## config.mk

```make
export PLATFORM = sky130hd
export DESIGN_NAME = iob_bus_arbiter_2to1
export DESIGN_NICKNAME = d
export VERILOG_FILES = /design/src/rtl/iob_bus_arbiter_2to1.sv
export SDC_FILE = /design/constraint.sdc
export NUM_CORES = 1
export LEC_CHECK = 0
export CORE_AREA = 2 2 123 125
export DETAILED_ROUTE_END_ITERATION = 16
export DIE_AREA = 0 0 125 127
export SYNTH_ARGS = -nofsm -noshare
export SYNTH_HDL_FRONTEND = slang
export SYNTH_SLANG_ARGS = --single-unit
```

## constraint.sdc

```tcl
create_clock -name clk_i -period 4.1 [get_ports clk_i]
set_input_delay 1.025 -clock clk_i [delete_from_list [all_inputs] [get_ports clk_i]]
set_output_delay 1.025 -clock clk_i [all_outputs]
set_load 0.1 [all_outputs]
```

## src/rtl/iob_bus_arbiter_2to1.sv

```systemverilog
// rtl/iob_bus_arbiter_2to1.sv - two-master to one-slave IOb native bus arbiter
//
// Purpose:
//   Merges two IOb native masters (typically CPU dbus on m0, ibus on m1)
//   onto one slave port. The grant is combinational, so the request path
//   adds no latency. A small owner FIFO remembers which master issued each
//   in-flight read so that in-order read responses are routed back to the
//   right master.
//
// Ports:
//   clk_i      clock
//   arst_i     asynchronous reset, active high
//   cke_i      clock enable; low freezes every register
//   m0_req_i   master 0 request {valid, addr, wdata, wstrb}
//   m0_resp_o  master 0 response {rdata, rvalid, ready}
//   m1_req_i   master 1 request, same layout as m0
//   m1_resp_o  master 1 response, same layout as m0
//   s_req_o    merged request to the slave
//   s_resp_i   slave response {rdata, rvalid, ready}
//   err_o      sticky: slave returned rvalid with no read outstanding

module iob_bus_arbiter_2to1 #(
  parameter int ADDR_W     = 32,
  parameter int DATA_W     = 32,
  parameter int MAX_OUTST  = 4,
  parameter int FIXED_PRIO = 0,
  localparam int REQ_W     = 1 + ADDR_W + DATA_W + DATA_W / 8,
  localparam int RESP_W    = DATA_W + 2
) (
  input  logic              clk_i,
  input  logic              arst_i,
  input  logic              cke_i,
  input  logic [REQ_W-1:0]  m0_req_i,
  output logic [RESP_W-1:0] m0_resp_o,
  input  logic [REQ_W-1:0]  m1_req_i,
  output logic [RESP_W-1:0] m1_resp_o,
  output logic [REQ_W-1:0]  s_req_o,
  input  logic [RESP_W-1:0] s_resp_i,
  output logic              err_o
);

  localparam int STRB_W = DATA_W / 8;
  localparam int PTR_W  = (MAX_OUTST > 1) ? $clog2(MAX_OUTST) : 1;
  localparam logic [PTR_W:0] FULL_CNT = (PTR_W + 1)'(MAX_OUTST);

  // Grant encoding: 0 = m0, 1 = m1.
  logic                 gnt_q, gnt_d;
  logic                 lock_q, lock_d;
  logic                 last_q, last_d;
  logic [PTR_W:0]       count_q, count_d;
  logic [PTR_W-1:0]     wptr_q, wptr_d;
  logic [PTR_W-1:0]     rptr_q, rptr_d;
  logic [MAX_OUTST-1:0] own_q, own_d;
  logic                 err_q, err_d;

  logic              m0_valid, m1_valid;
  logic              gnt;
  logic [REQ_W-1:0]  sel_req;
  logic              sel_valid;
  logic              sel_is_read;
  logic              s_ready, s_rvalid;
  logic [DATA_W-1:0] s_rdata;
  logic              full;
  logic              stall;
  logic              xfer;
  logic              push;
  logic              pop;
  logic              owner;

  assign m0_valid = m0_req_i[REQ_W-1];
  assign m1_valid = m1_req_i[REQ_W-1];
  assign s_ready  = s_resp_i[0];
  assign s_rvalid = s_resp_i[1];
  assign s_rdata  = s_resp_i[RESP_W-1:2];

  // A held (locked) request keeps its grant until it transfers so the
  // slave never sees the request change under it.
  always_comb begin
    gnt = 1'b0;
    if (lock_q) begin
      gnt = gnt_q;
    end else if (m0_valid && !m1_valid) begin
      gnt = 1'b0;
    end else if (!m0_valid && m1_valid) begin
      gnt = 1'b1;
    end else if (m0_valid && m1_valid) begin
      gnt = (FIXED_PRIO != 0) ? 1'b0 : ~last_q;
    end
  end

  always_comb begin
    sel_req     = gnt ? m1_req_i : m0_req_i;
    sel_valid   = sel_req[REQ_W-1];
    sel_is_read = (sel_req[STRB_W-1:0] == '0);
    full        = (count_q == FULL_CNT);
    // A full owner FIFO blocks new reads, unless a response pops a slot
    // in this very cycle.
    stall       = sel_valid && sel_is_read && full && !s_rvalid;
    xfer        = sel_valid && s_ready && !stall;
    push        = xfer && sel_is_read;
    // With an empty FIFO the only legal owner is a read pushed this cycle.
    pop         = s_rvalid && ((count_q != '0) || push);
    owner       = (count_q == '0) ? gnt : own_q[rptr_q];
  end

  assign s_req_o   = {sel_valid && !stall, sel_req[REQ_W-2:0]};
  assign m0_resp_o = {s_rdata, pop && !owner, !gnt && s_ready && !stall};
  assign m1_resp_o = {s_rdata, pop &&  owner,  gnt && s_ready && !stall};
  assign err_o     = err_q;

  always_comb begin
    gnt_d   = gnt_q;
    lock_d  = sel_valid && !xfer;
    last_d  = last_q;
    count_d = count_q;
    wptr_d  = wptr_q;
    rptr_d  = rptr_q;
    own_d   = own_q;
    err_d   = err_q;

    if (sel_valid && !xfer) begin
      gnt_d = gnt;
    end
    if (xfer) begin
      last_d = gnt;
    end
    if (push) begin
      own_d[wptr_q] = gnt;
      wptr_d        = wptr_q + PTR_W'(1);
    end
    if (pop) begin
      rptr_d = rptr_q + PTR_W'(1);
    end
    case ({push, pop})
      2'b10:   count_d = count_q + (PTR_W + 1)'(1);
      2'b01:   count_d = count_q - (PTR_W + 1)'(1);
      default: count_d = count_q;
    endcase
    if (s_rvalid && !pop) begin
      err_d = 1'b1;
    end
  end

  always_ff @(posedge clk_i or posedge arst_i) begin
    if (arst_i) begin
      gnt_q   <= 1'b0;
      lock_q  <= 1'b0;
      last_q  <= 1'b1;
      count_q <= '0;
      wptr_q  <= '0;
      rptr_q  <= '0;
      own_q   <= '0;
      err_q   <= 1'b0;
    end else if (cke_i) begin
      gnt_q   <= gnt_d;
      lock_q  <= lock_d;
      last_q  <= last_d;
      count_q <= count_d;
      wptr_q  <= wptr_d;
      rptr_q  <= rptr_d;
      own_q   <= own_d;
      err_q   <= err_d;
    end
  end

endmodule
```

### Word level (Yosys, flattened, before mapping)

Cells that the tools add are included.

| word-level totals | value |
|---|---|
| register bits after elaboration | 15 |
| output and inout port bits | 138 |
| logic and storage cells | 70 |

| operators by class | value |
|---|---|
| add/subtract/negate cells | 4 |
| order comparisons | 3 |
| equal/unequal tests | 3 |
| muxes and demuxes | 12 |
| bitwise logic cells | 1 |
| reduce and logical (&&, ||, !) cells | 39 |

Operators by type and width:

| kind | count |
|---|---|
| $mux 69 | 1 |
| $logic_and 1x1->1 | 20 |
| $reduce_and 2->1 | 6 |
| $logic_not 1->1 | 8 |
| $mux 1 | 7 |
| $lt 2x3->1 const B | 2 |
| $pmux 3 s2 | 1 |
| $add 2x1->2 const B | 2 |
| $bwmux 4 | 1 |
| $logic_not 4->1 | 1 |
| $add 3x1->3 const B | 1 |
| $eq 3x3->1 const B | 1 |
| $logic_not 3->1 | 1 |
| $reduce_bool 3->1 | 1 |
| $sub 3x1->3 const B | 1 |
| $bmux 1 s2 | 1 |
| $demux 1 s2 | 1 |
| $eq 2x1->1 const B | 1 |
| $eq 2x2->1 const B | 1 |
| $ge 2x1->1 const B | 1 |
| $reduce_bool 2->1 | 1 |
| $logic_or 1x1->1 | 1 |
| $not 1->1 | 1 |

### Depth between registers and ports, before layout

Gate-level depths: netlist (run 1).

| depth | value |
|---|---|
| depth after elaboration | 18 |
| depth in mapped cells | 12 |

### Worst setup path after synthesis (run 1)

Ideal clock, no wire load.

| timing | value |
|---|---|
| path kind | input-to-output |
| start | input port m1_req_i[3] |
| end | output port m1_resp_o[1] |
| data arrival time | 3550 ps |
| required time | 3075 ps |
| setup slack | -475 ps |
| stages on the path | 4 |
| path buffers | 0 |
| cells stage by stage | or4_4 a2111oi_4 o21ai_0 nor2b_1 |

| between the ends | value |
|---|---|
| cells in the longest elaborated chain, start to end | 11 |

Ends and longest elaborated chain:

| element | RTL line | text |
|---|---|---|
| start, declared | 35 | `input logic [REQ_W-1:0] m1_req_i,` |
| $mux 69 (*) | 92 | `sel_req = gnt ? m1_req_i : m0_req_i;` |
| $logic_not 4->1 (*) | 94 | `sel_is_read = (sel_req[STRB_W-1:0] == '0);` |
| $logic_and 1x1->1 (3 in a row) | 98 | `stall = sel_valid && sel_is_read && full && !s_rvalid;` |
| $logic_not 1->1 | 99 | `xfer = sel_valid && s_ready && !stall;` |
| $logic_and 1x1->1 | 99 |  |
| $logic_and 1x1->1 (*) | 100 | `push = xfer && sel_is_read;` |
| $logic_or 1x1->1 (*) | 102 | `pop = s_rvalid && ((count_q != '0) \|\| push);` |
| $logic_and 1x1->1 (*) | 102 |  |
| $logic_and 1x1->1 (*) | 108 | `assign m1_resp_o = {s_rdata, pop && owner, gnt && s_ready && !stall};` |
| end, declared | 36 | `output logic [RESP_W-1:0] m1_resp_o,` |

Every way passes the cells marked *; elsewhere a longest branch is shown, timed or not.

### Worst setup path after layout (run 1)

| timing | value |
|---|---|
| start | input port m1_req_i[0] |
| end | output port s_req_o[68] |

| between the ends | value |
|---|---|
| cells in the longest elaborated chain, start to end | 7 |

Ends and longest elaborated chain:

| element | RTL line | text |
|---|---|---|
| $mux 69 | 92 |  |
| $logic_not 4->1 | 94 |  |
| $logic_and 1x1->1 (3 in a row) | 98 |  |
| $logic_not 1->1 | 106 | `assign s_req_o = {sel_valid && !stall, sel_req[REQ_W-2:0]};` |
| $logic_and 1x1->1 | 106 |  |
| end, declared | 37 | `output logic [REQ_W-1:0] s_req_o,` |

Every way passes these cells.

==> impl_metrics.xml, run 1 <==
<?xml version="1.0" encoding="UTF-8"?>
<metrics>
  <group name="yosys">
    <metric name="synthDistinctLibCells" unit="">38</metric>
    <metric name="ys_async_sr_fraction" unit="%">100</metric>
    <metric name="post_syn_nets" unit="">554</metric>
    <metric name="synth_warnings" unit="">0</metric>
    <metric name="synth.ff_latch_count" unit="">15</metric>
    <metric name="synth_sequential_area_ratio" unit="%">16.7</metric>
    <metric name="post_synth_inst_count" unit="">373</metric>
    <metric name="mappedNetlistArea" unit="um^2">2250</metric>
    <metric name="synth_ff_type" unit="">sky130_fd_sc_hd__dfrtp_1</metric>
    <metric name="synth_enable_flop_cells" unit="">0</metric>
    <metric name="syn-mean-instance-area" unit="um^2">6.04</metric>
  </group>
  <group name="global_routing">
    <metric name="groute.usage.overall" unit="%">12.1</metric>
    <metric name="grt_max_degree" unit="">47</metric>
    <metric name="initial_antenna_violation_count" unit="">0</metric>
    <metric name="grt_remaining_overflow" unit="">0</metric>
    <metric name="first_global_vias" unit="">2734</metric>
    <metric name="grt_pass1_wl" unit="mm">15.6</metric>
  </group>
  <group name="drt">
    <metric name="num_vias" unit="">2705</metric>
    <metric name="vias_per_cell" unit="">3.83</metric>
    <metric name="drc" unit="">0</metric>
    <metric name="drt-initial-drc-count" unit="">75</metric>
    <metric name="firstDrtPassIters" unit="">4</metric>
    <metric name="route.antenna.remaining_nets" unit="">0</metric>
    <metric name="drt-wirelength-per-cell" unit="um">14.4</metric>
    <metric name="totalWireLength" unit="mm">10.2</metric>
  </group>
  <group name="sta">
    <metric name="setup_viol" unit="">0</metric>
    <metric name="min_period_over_period" unit="%">98.0</metric>
    <metric name="timing_worst_slew_pin_value" unit="ns">0.975</metric>
    <metric name="max_slew_margin" unit="%">34.8</metric>
    <metric name="fmaxAchievable" unit="GHz">0.249</metric>
    <metric name="maxSlewViolCount" unit="">0</metric>
    <metric name="post-route-min-period" unit="ns">4.02</metric>
    <metric name="fin_worst_hold_slack" unit="ns">0.488</metric>
    <metric name="hold_violations" unit="">0</metric>
    <metric name="clock-skew-final" unit="ns">0.00429</metric>
  </group>
  <group name="setup_path">
    <metric name="timing.rr.start" unit="">last_q$_DFFE_PP1P_</metric>
    <metric name="cp-end-kind" unit="">output port</metric>
    <metric name="crit_path_cell_trace" unit="">clkdlybuf4s50_1, or4_4, buf_6, a211o_1, buf_4, nor2b_1, buf_12</metric>
    <metric name="rr_worst_depth" unit="">11</metric>
    <metric name="critical_path.startpoint_type" unit="">primary input</metric>
    <metric name="end_of_the_worst_register_to_register_path" unit="">count_q[2]$_DFFE_PP0P_</metric>
    <metric name="cp_slowest_stage_delay" unit="ns">0.59</metric>
    <metric name="worstPathRequired" unit="ns">3.07</metric>
    <metric name="rrSetupSlack" unit="ns">1.50</metric>
    <metric name="critical_path_class" unit="">primary input to output port</metric>
    <metric name="crit_path_dat" unit="ns">2.99</metric>
    <metric name="crit_path_top_delay_cell" unit="">sky130_fd_sc_hd__or4_4</metric>
    <metric name="timing.critical_path.fanout_max" unit="">4</metric>
  </group>
  <group name="clocking">
    <metric name="clk_path_buf_depth" unit="">2</metric>
    <metric name="numCtsBuffers" unit="">3</metric>
    <metric name="depth_of_the_cts_h_tree" unit="">1</metric>
    <metric name="clock_tree_from_tritoncts" unit="">built</metric>
    <metric name="cts_sink_cnt" unit="">15</metric>
    <metric name="clk_root_buffer_cell" unit="">sky130_fd_sc_hd__clkbuf_16</metric>
    <metric name="postCtsSetupBuffers" unit="">0</metric>
    <metric name="cts.clk_slew.worst_paths" unit="ns">0.05</metric>
    <metric name="holdBufCountCts" unit="">0</metric>
    <metric name="clock_insertion_delay_at_the_later_pin_of_the_skew_report" unit="ns">0.25</metric>
  </group>
  <group name="layout">
    <metric name="finish.net_count" unit="">704</metric>
    <metric name="area.growth.synth_to_final" unit="%">123</metric>
    <metric name="final_common_cell" unit="">sky130_fd_sc_hd__nand2_1</metric>
    <metric name="num_antenna_cells" unit="">0</metric>
    <metric name="layout-drive-gt1-share" unit="%">19.2</metric>
    <metric name="fillCellCount" unit="">1506</metric>
    <metric name="most-common-layout-cells" unit="">210 x sky130_fd_sc_hd__nand2_1, 143 x sky130_fd_sc_hd__clkdlybuf4s50_1, 76 x sky130_fd_sc_hd__buf_12</metric>
  </group>
  <group name="hold_path">
    <metric name="min_delay_startpoint" unit="">err_o$_DFFE_PP0P_</metric>
    <metric name="hold_class" unit="">flop to flop</metric>
    <metric name="hold_end" unit="">err_o$_DFFE_PP0P_</metric>
    <metric name="min_path_cells" unit="">1</metric>
  </group>
  <group name="floorplan">
    <metric name="die_w" unit="um">125</metric>
    <metric name="dieArea" unit="um^2">15900</metric>
    <metric name="die_h" unit="um">127</metric>
    <metric name="design.core.area" unit="um^2">14400</metric>
    <metric name="ioPinCount" unit="">313</metric>
    <metric name="floorplan.initialDensity" unit="%">15.6</metric>
    <metric name="rows" unit="">44</metric>
  </group>
  <group name="placement">
    <metric name="detailedPlacementHpwl" unit="mm">8.47</metric>
    <metric name="finalWeightedCongestion" unit="">0.783</metric>
    <metric name="port_buffers" unit="">216</metric>
  </group>
  <group name="power">
    <metric name="worst_ir_drop_vdd" unit="V">0.000546</metric>
    <metric name="design_power_total" unit="mW">3.49</metric>
    <metric name="power_density" unit="nW/um^2">693</metric>
    <metric name="p_leak" unit="nW">2.33</metric>
  </group>
  <group name="status">
    <metric name="status" unit="">complete, no violations</metric>
  </group>
  <group name="run">
    <metric name="count_of_maximum_capacitance_violations" unit="">0</metric>
  </group>
</metrics>
## critical path, delay by kind of cell
| family | cells | cell delay, ns |
|---|---|---|
| AND/OR/NAND/NOR | 2 | 0.74 |
| AO/OA/AOI/OAI | 1 | 0.30 |
| buffers and inverters | 4 | 0.93 |
## synthesized netlist by cell type (all sizes together), types with 2 or more instances
master     n  area share [%]
nor2       5            0.83
clkbuf    15             2.5
nor2b      3            0.83
nand2    210              35
xnor2      4             1.6
nand2b     2            0.56
inv        9             1.5
buf       66              22
a31oi      5             1.4
xor2       2            0.78
a2111oi    2             2.4
ha         5             2.8
o21bai     2            0.67
a21oi      5             1.3
o21ai      5             1.1
dfrtp     14              16
## where the power goes
part           switching (mW)  internal [mW]  total (mW)
clock network          0.0587          0.130       0.189
registers              0.0620          0.221       0.283
logic                    1.96           1.05        3.02
## flip-flops by register name (all words and copies together) (netlist names)
signal and count:
own_q 4, count_q 3, rptr_q 2, wptr_q 2, err_o 1, gnt_q 1, last_q 1, lock_q 1
## layout make-up
class	instances	area [um^2]	area share [%]
clock buffer	3	75.1	1.49
clock inverter	1	5.00	0.0994
inverter	9	33.8	0.671
multi-input combinational	268	1310	25.9
sequential	15	377	7.48
tap	184	230	4.57
timing repair buffer	226	3010	59.8
## worst max-delay path by stage
stage	startpoint	endpoint	slack, ns	depth (start not counted)
global route	m1_req_i[0]	m1_resp_o[1]	-0.006	6
CTS	m1_req_i[3]	m1_resp_o[1]	0.05	6
detailed placement	m1_req_i[3]	m1_resp_o[1]	0.008	6
global placement	m1_req_i[3]	m1_resp_o[1]	0.02	6
floorplan	m1_req_i[68]	m0_resp_o[0]	-0.13	5
finish	m1_req_i[0]	s_req_o[68]	0.08	7
## timing repair
action,CTS,global route
pin swaps,0,1
gates resized for setup,1,3
endpoints found under the setup margin,2,5
## cells by family after synthesis
group                      Yosys count  synth area share, %
and+or+nand+nor                    225                 39.0
DFF                                 15                 16.7
AOI/OAI and AO/OA                   29                 10.8
muxes                                2                 1.50
xor gates and xnor gates             6                 2.33
buffers and inverters               90                 26.0
adders and majority gates            6                 3.66
## through the flow
step	util (%)	area (um^2)	TNS [ns]	worst slack, ns	instances
floorplan	-	2260	-0.390	-0.133	373
global placement	34.3	4950	0	0.0204	702
detailed placement	34.3	4950	0	0.00842	702
CTS	34.9	5030	0	0.0464	706
global route	34.9	5030	-0.00560	-0.00560	706
finish	34.9	5030	0	0.0811	706
## routing by layer
layer / wire (um) / GRT usage [%] / vias to the layer above
met1: 3970 / 14.5 / 1146
met5: 0 / 0 / -
met2: 5160 / 21.3 / 154
li1: - / - / 1395
met4: 101 / 2.48 / 0
met3: 958 / 4.15 / 10
(Power assumes the default switching activity.)
==> run 2, diff against run 1 <==
- CTS_CLUSTER_DIAMETER: not set -> 60
- SLEW_MARGIN: not set -> 20
==> results of run 2 <==
No change in the layout: final DEF, timing and power equal those of run 1.
==> run 3, diff against run 2 <==
- MAX_ROUTING_LAYER: not set -> met4
- SKIP_LAST_GASP: not set -> 1
==> impl_metrics.xml, run 3 (synthesis gave the netlist of run 1 again) <==
<?xml version="1.0" encoding="UTF-8"?>
<metrics>
  <group name="floorplan">
    <metric name="die_h" unit="um">127</metric>
    <metric name="floorplan.initialDensity" unit="%">15.6</metric>
    <metric name="die_w" unit="um">125</metric>
    <metric name="ioPinCount" unit="">313</metric>
    <metric name="design.core.area" unit="um^2">14400</metric>
    <metric name="dieArea" unit="um^2">15900</metric>
    <metric name="rows" unit="">44</metric>
  </group>
  <group name="layout">
    <metric name="finish.net_count" unit="">704</metric>
    <metric name="area.growth.synth_to_final" unit="%">123</metric>
    <metric name="largest_register_ff_count" unit="">4</metric>
    <metric name="final_common_cell" unit="">sky130_fd_sc_hd__nand2_1</metric>
    <metric name="num_antenna_cells" unit="">0</metric>
    <metric name="layout-drive-gt1-share" unit="%">19.2</metric>
    <metric name="largestRegisters" unit="">own_q (4), count_q (3)</metric>
    <metric name="most-common-layout-cells" unit="">210 x sky130_fd_sc_hd__nand2_1, 143 x sky130_fd_sc_hd__clkdlybuf4s50_1, 76 x sky130_fd_sc_hd__buf_12</metric>
    <metric name="registers.top_by_ff_count" unit="">own_q</metric>
  </group>
  <group name="drt">
    <metric name="drc" unit="">0</metric>
    <metric name="drt-initial-drc-count" unit="">85</metric>
    <metric name="totalWireLength" unit="mm">10.2</metric>
    <metric name="firstDrtPassIters" unit="">4</metric>
    <metric name="drt-wirelength-per-cell" unit="um">14.4</metric>
    <metric name="num_vias" unit="">2704</metric>
    <metric name="route.antenna.remaining_nets" unit="">0</metric>
    <metric name="vias_per_cell" unit="">3.83</metric>
  </group>
  <group name="power">
    <metric name="p_leak" unit="nW">2.33</metric>
    <metric name="power_switching_share" unit="%">59.7</metric>
    <metric name="power_density" unit="nW/um^2">694</metric>
    <metric name="clock_power_share" unit="%">5.4</metric>
    <metric name="power_switching" unit="mW">2.09</metric>
    <metric name="worst_ir_drop_vdd" unit="V">0.000546</metric>
    <metric name="p_int" unit="mW">1.41</metric>
    <metric name="combPwrFrac" unit="%">86.5</metric>
    <metric name="seq_power_share" unit="%">8.1</metric>
  </group>
  <group name="sta">
    <metric name="setup_viol" unit="">0</metric>
    <metric name="hold_violations" unit="">0</metric>
    <metric name="final.setup.tns" unit="ns">0</metric>
    <metric name="max_slew_margin" unit="%">34.8</metric>
    <metric name="clock-skew-final" unit="ns">0.00346</metric>
    <metric name="finalWorstSetupSlack" unit="ns">0.0818</metric>
    <metric name="maxSlewViolCount" unit="">0</metric>
    <metric name="post-route-min-period" unit="ns">4.02</metric>
    <metric name="timing_worst_slew_pin_value" unit="ns">0.976</metric>
    <metric name="min_period_over_period" unit="%">98.0</metric>
    <metric name="fmaxAchievable" unit="GHz">0.249</metric>
  </group>
  <group name="setup_path">
    <metric name="timing.critical_path.fanout_max" unit="">4</metric>
    <metric name="critical_path_class" unit="">primary input to output port</metric>
    <metric name="cp-end-kind" unit="">output port</metric>
    <metric name="critical_path.startpoint_type" unit="">primary input</metric>
    <metric name="crit_path_dat" unit="ns">2.99</metric>
    <metric name="worstPathRequired" unit="ns">3.07</metric>
  </group>
  <group name="clocking">
    <metric name="cts.clk_slew.worst_paths" unit="ns">0.05</metric>
    <metric name="postCtsSetupBuffers" unit="">0</metric>
    <metric name="clock_tree_from_tritoncts" unit="">built</metric>
    <metric name="numCtsBuffers" unit="">3</metric>
    <metric name="clock_insertion_delay_at_the_later_pin_of_the_skew_report" unit="ns">0.25</metric>
    <metric name="cts_sink_cnt" unit="">15</metric>
    <metric name="clk_path_buf_depth" unit="">2</metric>
    <metric name="depth_of_the_cts_h_tree" unit="">1</metric>
    <metric name="holdBufCountCts" unit="">0</metric>
    <metric name="clk_root_buffer_cell" unit="">sky130_fd_sc_hd__clkbuf_16</metric>
  </group>
  <group name="global_routing">
    <metric name="grt_max_degree" unit="">47</metric>
    <metric name="grt_pass1_wl" unit="mm">15.6</metric>
    <metric name="initial_antenna_violation_count" unit="">0</metric>
    <metric name="groute.usage.overall" unit="%">12.5</metric>
    <metric name="grt_remaining_overflow" unit="">0</metric>
    <metric name="first_global_vias" unit="">2747</metric>
  </group>
  <group name="placement">
    <metric name="finalWeightedCongestion" unit="">0.794</metric>
    <metric name="pre_cts_slack" unit="ns">0.00842</metric>
    <metric name="port_buffers" unit="">216</metric>
    <metric name="detailedPlacementHpwl" unit="mm">8.47</metric>
  </group>
  <group name="hold_path">
    <metric name="hold_class" unit="">flop to flop</metric>
  </group>
  <group name="run">
    <metric name="count_of_maximum_capacitance_violations" unit="">0</metric>
  </group>
  <group name="status">
    <metric name="status" unit="">complete, no violations</metric>
  </group>
</metrics>
[run 3: cell counts in the layout (fill, tap and decap cells not counted)]
No cell type changed its count.
[run 3: power by group through the flow]
stage,Sequential (mW),Clock (mW),Combinational [mW]
final,0.282,0.189,3.02
after global routing,0.293,0.203,3.16
after CTS,0.283,0.194,3.04
after detailed placement,0.284,0,3.03
after global placement,0.283,0,3.03
after floorplan,0.297,0,2.13
[run 3: worst paths after layout]
path	slack, ns	start	end	cells after the start
max reg2reg	1.49	last_q$_DFFE_PP1P_	count_q[2]$_DFFE_PP0P_	11
min reg2reg	0.49	count_q[2]$_DFFE_PP0P_	count_q[2]$_DFFE_PP0P_	1
min in group asynchronous	1.14	arst_i	wptr_q[0]$_DFFE_PP0P_	2
max in group asynchronous	2.58	arst_i	lock_q$_DFFE_PP0P_	2
max	0.08	m1_req_i[0]	s_req_o[68]	7
min	0.49	count_q[2]$_DFFE_PP0P_	count_q[2]$_DFFE_PP0P_	1
[run 3: repair_timing]
item / 4_1_cts / 5_1_grt
gates resized for setup: 1 / 3
pin swaps: 0 / 1
endpoints found under the hold margin: 0 / 0
setup endpoints to repair: 2 / 5
[run 3: cell type report]
type,instances,area [um^2]
Tap cell,184,230
Inverter,9,33.8
Clock inverter,1,5.00
Fill cell,1506,9390
Multi-Input combinational cell,268,1310
Timing Repair Buffer,226,3010
Clock buffer,3,75.1
Sequential cell,15,377
[run 3: critical path, stage by stage]
cell and delay, ns:
sky130_fd_sc_hd__clkdlybuf4s50_1 0.42, sky130_fd_sc_hd__or4_4 0.59, sky130_fd_sc_hd__buf_6 0.15, sky130_fd_sc_hd__a211o_1 0.30
sky130_fd_sc_hd__buf_4 0.15, sky130_fd_sc_hd__nor2b_1 0.15, sky130_fd_sc_hd__buf_12 0.20
[run 3: per-layer routing]
| layer | global-route usage (%) | routed length (um) | up-vias | part of all wire (%) |
|---|---|---|---|---|
| li1 | - | - | 1395 | - |
| met1 | 14.6 | 4000 | 1142 | 39 |
| met2 | 21.4 | 5180 | 161 | 51 |
| met3 | 4.10 | 953 | 6 | 9.3 |
| met4 | 2.22 | 74 | 0 | 0.73 |
| met5 | - | 0 | - | 0 |
[run 3: metrics by stage]
stage	total power, mW	instances	utilization [%]	cell area (um^2)	hold WS (ns)
after floorplan	2.43	373	-	2260	0.447
after global placement	3.31	702	34.3	4950	0.477
after detailed placement	3.32	702	34.3	4950	0.471
after CTS	3.52	706	34.9	5030	0.488
after global routing	3.65	706	34.9	5030	0.512
final	3.49	706	34.9	5030	0.487
